**src/rtl/flipflop_bank.sv**
```systemverilog
// flipflop_bank: WIDTH-bit SR/JK/D/T register bank (clk, rst, en, mode, a, b -> q, qbar, sr_err, err_cnt, changed)
module flipflop_bank #(
  parameter int WIDTH = 8,
  parameter logic [WIDTH-1:0] RST_VAL = {WIDTH{1'b0}},
  parameter int ERR_CNT_W = 8
) (
  input  logic                 clk,
  input  logic                 rst,
  input  logic                 en,
  input  logic [1:0]           mode,
  input  logic [WIDTH-1:0]     a,
  input  logic [WIDTH-1:0]     b,
  output logic [WIDTH-1:0]     q,
  output logic [WIDTH-1:0]     qbar,
  output logic                 sr_err,
  output logic [ERR_CNT_W-1:0] err_cnt,
  output logic                 changed
);
  logic [WIDTH-1:0] nq;
  logic ill;
  assign qbar = ~q;
  always_comb begin
    nq = !en ? q :
         mode == 2'b00 ? (a & ~b) | (q & ~(a ^ b)) :
         mode == 2'b01 ? (a & ~q) | (~b & q) :
         mode == 2'b10 ? a : q ^ a;
    ill = en && mode == 2'b00 && |(a & b);
  end
  always_ff @(posedge clk) begin
    if (rst) begin
      q       <= RST_VAL;
      sr_err  <= 1'b0;
      err_cnt <= '0;
      changed <= 1'b0;
    end else begin
      q       <= nq;
      sr_err  <= ill;
      err_cnt <= (ill && !(&err_cnt)) ? err_cnt + 1'b1 : err_cnt;
      changed <= nq != q;
    end
  end
endmodule

```
**config.mk**
```make
export PLATFORM = sky130hd
export DESIGN_NAME = flipflop_bank
export DESIGN_NICKNAME = d
export VERILOG_FILES = /design/src/rtl/flipflop_bank.sv
export SDC_FILE = /design/constraint.sdc
export NUM_CORES = 1
export LEC_CHECK = 0
export BUFFER_PORTS_ARGS = -buffer_cell sky130_fd_sc_hd__buf_2
export CORE_MARGIN = 3
export CORE_UTILIZATION = 55
export CTS_CLUSTER_DIAMETER = 200
export DETAILED_ROUTE_END_ITERATION = 10
export GPL_TIMING_DRIVEN = 1
export HOLD_SLACK_MARGIN = 0.12
export PLACE_DENSITY = 0.86
export SYNTH_ARGS = -nofsm -noshare
export SYNTH_HDL_FRONTEND = slang
export SYNTH_SLANG_ARGS = --single-unit
```
**constraint.sdc**
```tcl
create_clock -name clk -period 5.75 [get_ports clk]
set_clock_uncertainty 0.05 [all_clocks]
set_input_delay 1.15 -clock clk [delete_from_list [all_inputs] [get_ports clk]]
set_output_delay 1.15 -clock clk [all_outputs]
set_load 0.02 [all_outputs]
```
# Word-level counts from Yosys, hierarchy flattened
# Cells that the tools add are included.
dict set report classes {
  n_addsub 1
  n_mul 0
  div 0
  order_cmp 0
  n_eq_ne 3
  shifts 0
  muxes 4
  n_bitwise 12
  reduce_logical 7
}
# cell n
set ops {}
lappend ops {{8-bit bitwise AND} 5}
lappend ops {{8-bit 2-to-1 mux} 4}
lappend ops {{8-bit inverter} 3}
lappend ops {{8-bit OR} 2}
lappend ops {{8-bit bitwise XOR} 2}
lappend ops {{8-bit by 1-bit adder with 8-bit output (second input constant)} 1}
lappend ops {{8-bit != test} 1}
lappend ops {{8-bit AND reduction} 1}
lappend ops {{8-bit OR reduction} 1}
lappend ops {{1-bit logical AND} 3}
lappend ops {{2-bit by 1-bit == test with 1-bit output (second input constant)} 1}
lappend ops {{2-bit == test (second input constant)} 1}
lappend ops {{2-bit zero test} 1}
lappend ops {{1-bit zero test} 1}
dict set report totals {
  regBits 18
  latch_bits 0
  ramBits 0
  romBits 0
  word_cells 31
  mem_count 0
}

# Longest topological paths before layout
# Gate-level depths: netlist of the first run.
dict set report depth {
  ltp_word 7
  mapped_depth 8
}

# Worst setup path after synthesis of the first run
# OpenSTA, ideal clock, no wires.
dict set report synth_path {
  path_type {input port to flip-flop}
  from {input port a[5]}
  to {register err_cnt[5]}
  arrival_time_ns 2.490
  t_required_ns 5.572
  setup_slack_ns 3.082
  path_stages 7
  path_cell_list {ha_1 -> or4_4 -> o211ai_4 -> a31oi_4 -> nand4_1 -> xor2_1 -> nor2_1}
}
dict set report synth_via {
  elab_chain_cells 4
}
# element line
set synth_rtl {}
lappend synth_rtl {{start, declared} 11} ;# input logic [WIDTH-1:0] a,
lappend synth_rtl {{8-bit bitwise AND} 27} ;# ill = en && mode == 2'b00 && |(a & b);
lappend synth_rtl {{8-bit OR reduction} 27}
lappend synth_rtl {{1-bit logical AND} 27}
lappend synth_rtl {{1-bit logical AND} 38} ;# err_cnt <= (ill && !(&err_cnt)) ? err_cnt + 1'b1 : err_cnt;
lappend synth_rtl {{end signal, assigned} 38}
lappend synth_rtl {{end, declared} 16} ;# output logic [ERR_CNT_W-1:0] err_cnt,
# No other way between the ends.
# A chain may end at the register's enable or synchronous reset.

# Worst setup path after layout of the first run
dict set report layout_path {
  from {input port mode[0]}
  to {register err_cnt[5]}
}
dict set report layout_via {
  elab_chain_cells 4
}
# element line
set layout_rtl {}
lappend layout_rtl {{start, declared} 10} ;# input logic [1:0] mode,
lappend layout_rtl {{2-bit zero test} 27}
lappend layout_rtl {{1-bit logical AND (2 in series)} 27}
lappend layout_rtl {{1-bit logical AND} 38}
# No other way between the ends.

==> run_results.csv, run 1 <==
group,metric,value,unit
clock_tree,ctsHoldBuffers,0,
setup_path,cpMaxStageDelayCell,"nor2_2",
setup_path,cp_max_fo,27,
setup_path,r2r_setup_slack,4.08,ns
logic_synthesis,synthArstFlopShare,0,
logic_synthesis,ys_warn_count,0,
layout,antenna_cells,0,
setup_path,r2r-start,"q[6]",
clock_tree,cts_resized,0,
routing,drt-wirelength-per-cell,13.2,um
floorplanning,die_area,3500,sq um
timing,final.setup.tns,0,ns
clock_tree,cts_tree,"yes",
global_route,grt_max_degree,31,
global_route,grt_pass1_vias,1282,
routing,first_pass_iters,5,
layout,multiInputGateArea,1060,sq um
logic_synthesis,synth_xor_area_frac,0.0451,
logic_synthesis,syn-cell-area,1550,sq um
timing,drv_slew,0,
logic_synthesis,synthSimpleGateAreaFrac,0.226,
routing,initialDrtViolationCount,64,
clock_tree,worstSkewPairLatency,0.30,ns
clock_tree,postCtsSetupBuffers,0,
min_path,hp-start,"q[2]",
placement,portBuffers,46,
logic_synthesis,synth_cells,202,
min_path,hold_depth,2,
clock_tree,clk_pin_slew_worst_paths,0.12,ns
setup_path,cp.required,5.89,ns
setup_path,critPathCaptureType,"register",
timing,rsz0062_at_grt,"no",
layout,drive_gt1_frac,0.228,
logic_synthesis,syn_nets,240,
logic_synthesis,synth-compound-area-share,0.240,
routing,ant_nets,0,
timing,clock.fmax,375,MHz
clock_tree,cts.sinks,18,
logic_synthesis,synth_area_leaders,"dfxtp_1 (23%), ha_1 (14%), nand2_1 (6.5%)",
timing,tightest_slew,0.589,ns
global_route,overflow,0,
logic_synthesis,ys.flop_type,"dfxtp_1",
global_route,grt_usage,0.212,
logic_synthesis,synth_edf_count,0,
min_path,hp-class,"reg -> reg",
routing,drcViolationCount,0,
timing,fin_crit_sh,0.463,
logic_synthesis,synth_area_per_cell,7.69,sq um
floorplanning,initial_core_util,0.600,
power_and_ir_drop,vdd.ir_drop.worst,0.140,mV
routing,vias,1584,
floorplanning,die_x,59.2,um
logic_synthesis,synth_most_common_cell,"nand2_1",
setup_path,critPathLaunchType,"primary input",
timing,setup_viol,0,
routing,wl,3580,um
layout,nets,280,
logic_synthesis,synth_top_family_by_area,"compound AO/OA/AOI/OAI gates",
power_and_ir_drop,p_leak,0.837,nW
placement,place.gp.congestion,0.843,
min_path,min_to,"q[2]",
clock_tree,ctsRootBufferMaster,"clkbuf_4",
setup_path,crit_type,"in -> reg",
logic_synthesis,yosys.area_share.adder,0.137,
global_route,grt_pass1_wl,5800,um
logic_synthesis,ys_seq_area_frac,0.232,
setup_path,max_stage_delay,0.52,ns
clock_tree,cts_inserted_buffers,3,
layout,area_delta_synth_final,15.1,%
timing,period_minus_slack,2.66,ns
timing,slew_headroom,0.607,
job,drv_cap,0,
floorplanning,fp-row-count,18,
logic_synthesis,ys_ff_latch,18,
timing,fin_hold_ws,0.460,ns
floorplanning,core_area,2590,sq um
routing,viasPerCell,5.85,
floorplanning,die_h,59.2,um
logic_synthesis,yosys-mux-area-fraction,0.0322,
layout,seqCellArea,360,sq um
run_status,status,"complete, no violations",
timing,final_hold_viol_count,0,
global_route,grt_antenna_before_repair,0,
setup_path,reg2regPathDepth,6,
clock_tree,h-tree-depth,1,
logic_synthesis,yosysTopAreaCellShare,0.232,
clock_tree,clk_path_buf_depth,2,
logic_synthesis,synth_cell_types,44,
setup_path,worstPathCellList,"buf_2, nor2_2, o211ai_4, a31oi_4, nand4_1, xor2_1, nor2_1",
setup_path,critical_path_arrival,2.80,ns
logic_synthesis,synth_area_leader_cell,"dfxtp_1",
layout,fillCellCount,221,
logic_synthesis,synth_commonest_cells,"nand2_1 (27), dfxtp_1 (18), inv_1 (18)",
power_and_ir_drop,power.density,179,nW/um^2
setup_path,rr_endpoint,"changed",
floorplanning,ioPinCount,47,
placement,dpl.hpwl,2620,um
[layout by cell type, fill, tap and decap left out, types with 2 or more instances in the layout]
cell type   n
o211ai_1    2
o21ai_0    14
nand2b_1    3
mux2i_1     5
o21ai_1     4
o22ai_1     3
a211oi_1    3
or4_4       2
a41oi_1     2
xnor2_1     2
inv_1      18
ha_1       17
clkbuf_4    3
and3_1      4
buf_2      46
dfxtp_1    18
nand3b_1    2
a22o_1      3
a31oi_1     2
xor2_1      6
nand4_1     4
a21oi_1     7
nor3_1      3
nor2_1     15
nand3_1     7
nand2_1    27
a22oi_1     4
[per-stage QoR]
stage	total power, mW	cells	instance area, sq um	utilization	worst slack (ns)
3_3_place_gp	0.237	267	1750	0.677	2.87
4_1_cts	0.321	271	1790	0.691	3.09
6_report	0.320	271	1790	0.691	3.09
3_5_place_dp	0.238	267	1750	0.677	2.76
5_1_grt	0.337	271	1790	0.691	2.96
2_1_floorplan	0.209	202	1550	-	3.08
[worst max-delay path: cells and delay by family]
family,cells,cell delay [ns]
xor+xnor,1,0.18
compound gates,2,0.48
simple gates,3,0.74
buf+inv,1,0.25
[area by class of cell]
cell class / instances / share of cell area
sequential: 18 / 0.201
inverter: 18 / 0.0378
clock buffer: 4 / 0.0203
timing repair buffer: 46 / 0.129
multi-input combinational: 155 / 0.591
tap: 30 / 0.0210
[state kept, by name, indices dropped and copies added, names as in the netlist]
name	flops
err_cnt	8
sr_err	1
changed	1
q	8
[report_power, final]
group | switching, mW | internal (mW) | total (mW)
Sequential | 0.00687 | 0.130 | 0.137
Clock | 0.0449 | 0.0386 | 0.0835
Combinational | 0.0606 | 0.0383 | 0.0989
[layer usage]
layer  vias to the layer above  track usage  share of wire
met5                         -            0              0
met4                         0       0.0550         0.0075
met3                         5       0.0327          0.058
met2                        57        0.333           0.46
met1                       723        0.303           0.48
li1                        799            -              -
[logic make-up after synthesis]
logic type	count (synthesis)
adder cells (fa/ha/maj)	17
XOR/XNOR	8
AO/OA/AOI/OAI	53
buffers and inverters	29
AND/OR/NAND/NOR	72
multiplexers	5
flip-flops	18
[how the worst max path moves through the flow]
stage	start	cells past startpoint	endpoint
4_1_cts	mode[1]	7	err_cnt[5]
6_report	mode[0]	7	err_cnt[5]
2_1_floorplan	a[5]	7	err_cnt[5]
5_1_grt	mode[1]	7	err_cnt[5]
3_3_place_gp	mode[1]	6	changed
3_5_place_dp	mode[1]	7	err_cnt[5]
Power figures use the tool's default switching activity.
==> inputs of run 2 (changes only) <==
- CORE_UTILIZATION: 55 -> 51
- PLACE_DENSITY: 0.86 -> 0.8
- clock period: 5.75 -> 2.79 ns (I/O delays scaled with it)
==> run_results.csv, run 2 (same netlist as run 1, synthesis figures left out) <==
group,metric,value,unit
run_status,status,"complete, no violations",
layout,fin_util,0.631,
power_and_ir_drop,seq_power_share,0.458,
setup_path,cp_common_cell,"a41oi_1",
timing,period_minus_slack,2.07,ns
timing,final.setup.tns,0,ns
setup_path,cp.required,2.91,ns
clock_tree,ctsHoldBuffers,0,
floorplanning,ioPinCount,47,
timing,drv_slew,0,
routing,viasPerCell,5.72,
min_path,hp-class,"reg -> reg",
timing,tightest_slew,0.587,ns
global_route,grt_pass1_vias,1287,
power_and_ir_drop,swShare,0.354,
routing,initialDrtViolationCount,82,
setup_path,max_stage_delay,0.52,ns
global_route,grt_max_degree,31,
setup_path,critical_path_arrival,2.19,ns
power_and_ir_drop,internal_power,0.399,mW
layout,final_cells,272,
clock_tree,worstSkewPairLatency,0.29,ns
layout,nets,281,
setup_path,r2r-start,"q[6]",
clock_tree,h-tree-depth,1,
floorplanning,die_area,3750,sq um
setup_path,rr_endpoint,"changed",
timing,final_hold_viol_count,0,
clock_tree,cts_tree,"yes",
floorplanning,die_x,61.2,um
clock_tree,cts_resized,0,
routing,vias,1556,
routing,ant_nets,0,
floorplanning,initial_core_util,0.549,
timing,fin_crit_sh,0.742,
clock_tree,clk_path_buf_depth,2,
setup_path,crit_buf_inv,1,
placement,dp_cells,269,
job,drv_cap,0,
setup_path,reg2regPathDepth,6,
power_and_ir_drop,vdd.ir_drop.worst,0.334,mV
power_and_ir_drop,p_leak,0.835,nW
setup_path,r2r_setup_slack,1.13,ns
setup_path,critPathLaunchType,"primary input",
routing,first_pass_iters,4,
layout,drive_gt1_frac,0.228,
global_route,grt_pass1_wl,5630,um
routing,drt-wirelength-per-cell,12.8,um
layout,mostFrequentLayoutCells,"buf_2 (46), nand2_1 (27), inv_1 (18), dfxtp_1 (18), ha_1 (17)",
timing,setup_viol,0,
clock_tree,clk_pin_slew_worst_paths,0.10,ns
floorplanning,die_h,61.2,um
layout,largestRegisters,"err_cnt: 8 flops, q: 8 flops",
placement,dpl.hpwl,2620,um
setup_path,cp_max_fo,27,
floorplanning,fp-row-count,19,
power_and_ir_drop,p_clk_frac,0.211,
setup_path,endpoint,"changed",
setup_path,cp-startpoint,"mode[0]",
clock_tree,cts_inserted_buffers,3,
setup_path,crit_type,"in -> reg",
layout,fillCellCount,266,
clock_tree,cts.sinks,18,
setup_path,path_delay_family,"simple AND/OR/NAND/NOR gates",
layout,antenna_cells,0,
routing,drcViolationCount,0,
global_route,overflow,0,
power_and_ir_drop,p_comb_frac,0.331,
layout,area_delta_synth_final,14.8,%
setup_path,cpMaxStageDelayCell,"nor2_2",
power_and_ir_drop,power.density,346,nW/um^2
layout,mostFrequentLayoutCell,"buf_2",
clock_tree,ctsRootBufferMaster,"clkbuf_4",
placement,place.gp.congestion,0.830,
setup_path,worstPathCellList,"buf_2, nor2_2, o21ai_0, a41oi_1, nor4bb_1, a41oi_1",
setup_path,critPathCaptureType,"register",
power_and_ir_drop,p_sw,0.219,mW
global_route,grt_antenna_before_repair,0,
clock_tree,postCtsSetupBuffers,0,
timing,clock.fmax,483,MHz
routing,wl,3480,um
setup_path,path_depth,6,
global_route,grt_usage,0.194,
timing,fin_hold_ws,0.471,ns
timing,slew_headroom,0.608,
floorplanning,core_area,2830,sq um
timing,rsz0062_at_grt,"no",
placement,portBuffers,46,
run 2: cell count changes in the layout (fill, tap and decap cells not counted):
| cell | previous run | this run |
|---|---|---|
| buf_4 | 0 | 1 |
| clkbuf_8 | 1 | 0 |
run 2: per-stage QoR:
stage                     area, sq um  total power, mW  worst slack [ns]
final                            1780            0.618             0.720
after global routing             1780            0.661             0.471
after CTS                        1780            0.622             0.711
after detailed placement         1760            0.493             0.400
after global placement           1760            0.491             0.498
after floorplan                  1550            0.431             0.714
run 2: how the worst min path moves through the flow:
stage,from,cells after the start,slack [ns],to
2_1_floorplan,q[2],2,0.51,q[2]
3_3_place_gp,q[2],2,0.45,q[2]
3_5_place_dp,q[2],2,0.45,q[2]
4_1_cts,q[2],2,0.47,q[2]
5_1_grt,q[2],2,0.52,q[2]
6_report,q[2],2,0.47,q[2]
run 2: power by group through the flow:
stage          clock [mW]  combinational (mW)  sequential [mW]
3_5_place_dp            0               0.204            0.289
6_report            0.130               0.204            0.283
3_3_place_gp            0               0.202            0.289
2_1_floorplan           0               0.130            0.300
4_1_cts             0.134               0.205            0.283
5_1_grt             0.145               0.230            0.286
run 2: final cells by class:
cell class              instances  area (sq um)  share of cell area
flip-flops and latches         18           360               0.202
inverters                      18          67.6              0.0379
multi-input cells             155          1060               0.593
clock buffers                   3          22.5              0.0126
repair buffers                 47           238               0.133
well taps                      31          38.8              0.0217
run 2: metal layers:
layer  vias to the layer above  wire, um  GRT usage
li1                        801         -          -
met2                        40      1560      0.292
met5                         -         0          0
met1                       713      1730      0.292
met3                         2       179     0.0398
met4                         0        15     0.0248
run 2: tightest hold or removal path: cells and delay by family (launching register included):
| kind | cells | cell delay (ns) |
|---|---|---|
| flip-flops | 1 | 0.36 |
| AND/OR/NAND/NOR | 1 | 0.07 |
| AO/OA/AOI/OAI | 1 | 0.05 |
==> inputs of run 3 (changes only) <==
- clock period: 2.79 -> 2.1 ns (I/O delays scaled with it)
==> run_results.csv, run 3 (same netlist as run 1, synthesis figures left out) <==
group,metric,value,unit
run_status,status,"complete, no violations",
placement,placed_cell_area,1870,sq um
placement,place.gp.congestion,0.805,
global_route,grt_pass1_wl,5780,um
timing,final_hold_viol_count,0,
setup_path,critPathCaptureType,"register",
clock_tree,cts_resized,0,
timing,rsz0062_at_grt,"no",
placement,dpl.hpwl,2830,um
global_route,grt_max_degree,19,
power_and_ir_drop,internal_power,0.587,mW
layout,nets,296,
clock_tree,clk_path_buf_depth,2,
floorplanning,core_area,2830,sq um
global_route,overflow,0,
placement,portBuffers,46,
routing,viasPerCell,5.60,
routing,drcViolationCount,0,
timing,fin_crit_sh,0.862,
floorplanning,initial_core_util,0.549,
layout,area_delta_synth_final,22.9,%
timing,setup_viol,0,
timing,drv_slew,0,
clock_tree,clk_pin_slew_worst_paths,0.11,ns
routing,wl_met1,1740,um
power_and_ir_drop,p_clk_frac,0.252,
power_and_ir_drop,swShare,0.345,
floorplanning,ioPinCount,47,
setup_path,cp.required,2.24,ns
power_and_ir_drop,vdd.ir_drop.worst,0.324,mV
routing,topRoutingLayerUsed,"met4",
power_and_ir_drop,p_leak,0.915,nW
global_route,grt_pass1_vias,1312,
setup_path,cp_max_fo,7,
setup_path,cp-startpoint,"a[5]",
timing,tightest_slew,0.356,ns
layout,mostFrequentLayoutCell,"buf_2",
timing,clock.fmax,552,MHz
clock_tree,postCtsSetupBuffers,0,
power_and_ir_drop,power.density,469,nW/um^2
clock_tree,ctsRootBufferMaster,"clkbuf_4",
clock_tree,ctsHoldBuffers,0,
routing,first_pass_iters,4,
layout,drive_gt1_frac,0.276,
floorplanning,fp-row-count,19,
layout,mostFrequentLayoutCells,"buf_2 (46), nand2_1 (27), inv_1 (18), dfxtp_1 (18), ha_1 (17)",
global_route,grt_antenna_before_repair,0,
timing,period_minus_slack,1.81,ns
global_route,grt_usage,0.202,
setup_path,r2r-start,"q[6]",
min_path,hp-class,"in -> reg",
clock_tree,cts_inserted_buffers,3,
layout,largestRegisters,"err_cnt: 8 flops, q: 8 flops",
routing,dr_wl_met3,230,um
power_and_ir_drop,seq_power_share,0.419,
clock_tree,worstSkewPairLatency,0.30,ns
routing,initialDrtViolationCount,73,
setup_path,critical_path_arrival,1.95,ns
floorplanning,die_area,3750,sq um
layout,antenna_cells,0,
timing,slew_headroom,0.756,
clock_tree,h-tree-depth,1,
floorplanning,die_x,61.2,um
min_path,hp-start,"rst",
routing,drt-wirelength-per-cell,12.8,um
clock_tree,cts_tree,"yes",
timing,fin_hold_ws,0.441,ns
setup_path,critPathLaunchType,"primary input",
layout,stdcell_area,1910,sq um
routing,vias,1614,
setup_path,crit_type,"in -> reg",
job,drv_cap,0,
power_and_ir_drop,p_sw,0.309,mW
clock_tree,cts.sinks,18,
floorplanning,die_h,61.2,um
routing,wl_met2,1670,um
routing,ant_nets,0,
power_and_ir_drop,p_comb_frac,0.329,
routing,wl,3680,um
==> run 3: path summary, 6_finish.rpt <==
kind / cells past startpoint / slack, ns / to
setup / recovery: 8 / 0.29 / err_cnt[7]
hold / removal: 2 / 0.44 / q[0]
setup reg to reg: 6 / 0.42 / changed
hold reg to reg: 2 / 0.49 / q[2]
==> run 3: power by group through the flow <==
stage	sequential, mW	clock, mW	combinational (mW)
floorplan	0.399	0	0.173
global placement	0.382	0	0.288
detailed placement	0.383	0	0.292
CTS	0.375	0.230	0.294
global route	0.378	0.240	0.330
finish	0.375	0.226	0.294
==> run 3: through the flow <==
| step | worst slack (ns) | utilization | TNS, ns | power (mW) | cells |
|---|---|---|---|---|---|
| 5_1_grt | 0.184 | 0.675 | 0 | 0.948 | 288 |
| 6_report | 0.290 | 0.675 | 0 | 0.896 | 288 |
| 2_1_floorplan | 0.162 | - | 0 | 0.572 | 202 |
| 4_1_cts | 0.286 | 0.675 | 0 | 0.899 | 288 |
| 3_3_place_gp | -0.0153 | 0.663 | -0.0343 | 0.670 | 284 |
| 3_5_place_dp | -0.0381 | 0.663 | -0.0874 | 0.675 | 284 |
==> run 3: routing by layer <==
layer  global-route usage  vias to the layer above
met5                    0                        -
met4               0.0557                        0
met3               0.0252                        4
met2                0.320                       51
met1                0.287                      735
li1                     -                      824
==> run 3: critical path, stage by stage <==
cell	delay, ns
buf_2	0.12
ha_1	0.19
or4_4	0.54
o211ai_4	0.24
a31oi_4	0.09
nand4_1	0.15
xor2_1	0.15
nor2_1	0.05
==> run 3: final cells by class <==
cell class	instances	area (sq um)
Multi-Input combinational cell	155	1060
Tap cell	31	38.8
Fill cell	256	918
Timing Repair Buffer	62	350
Clock buffer	4	36.3
Sequential cell	18	360
Inverter	18	67.6
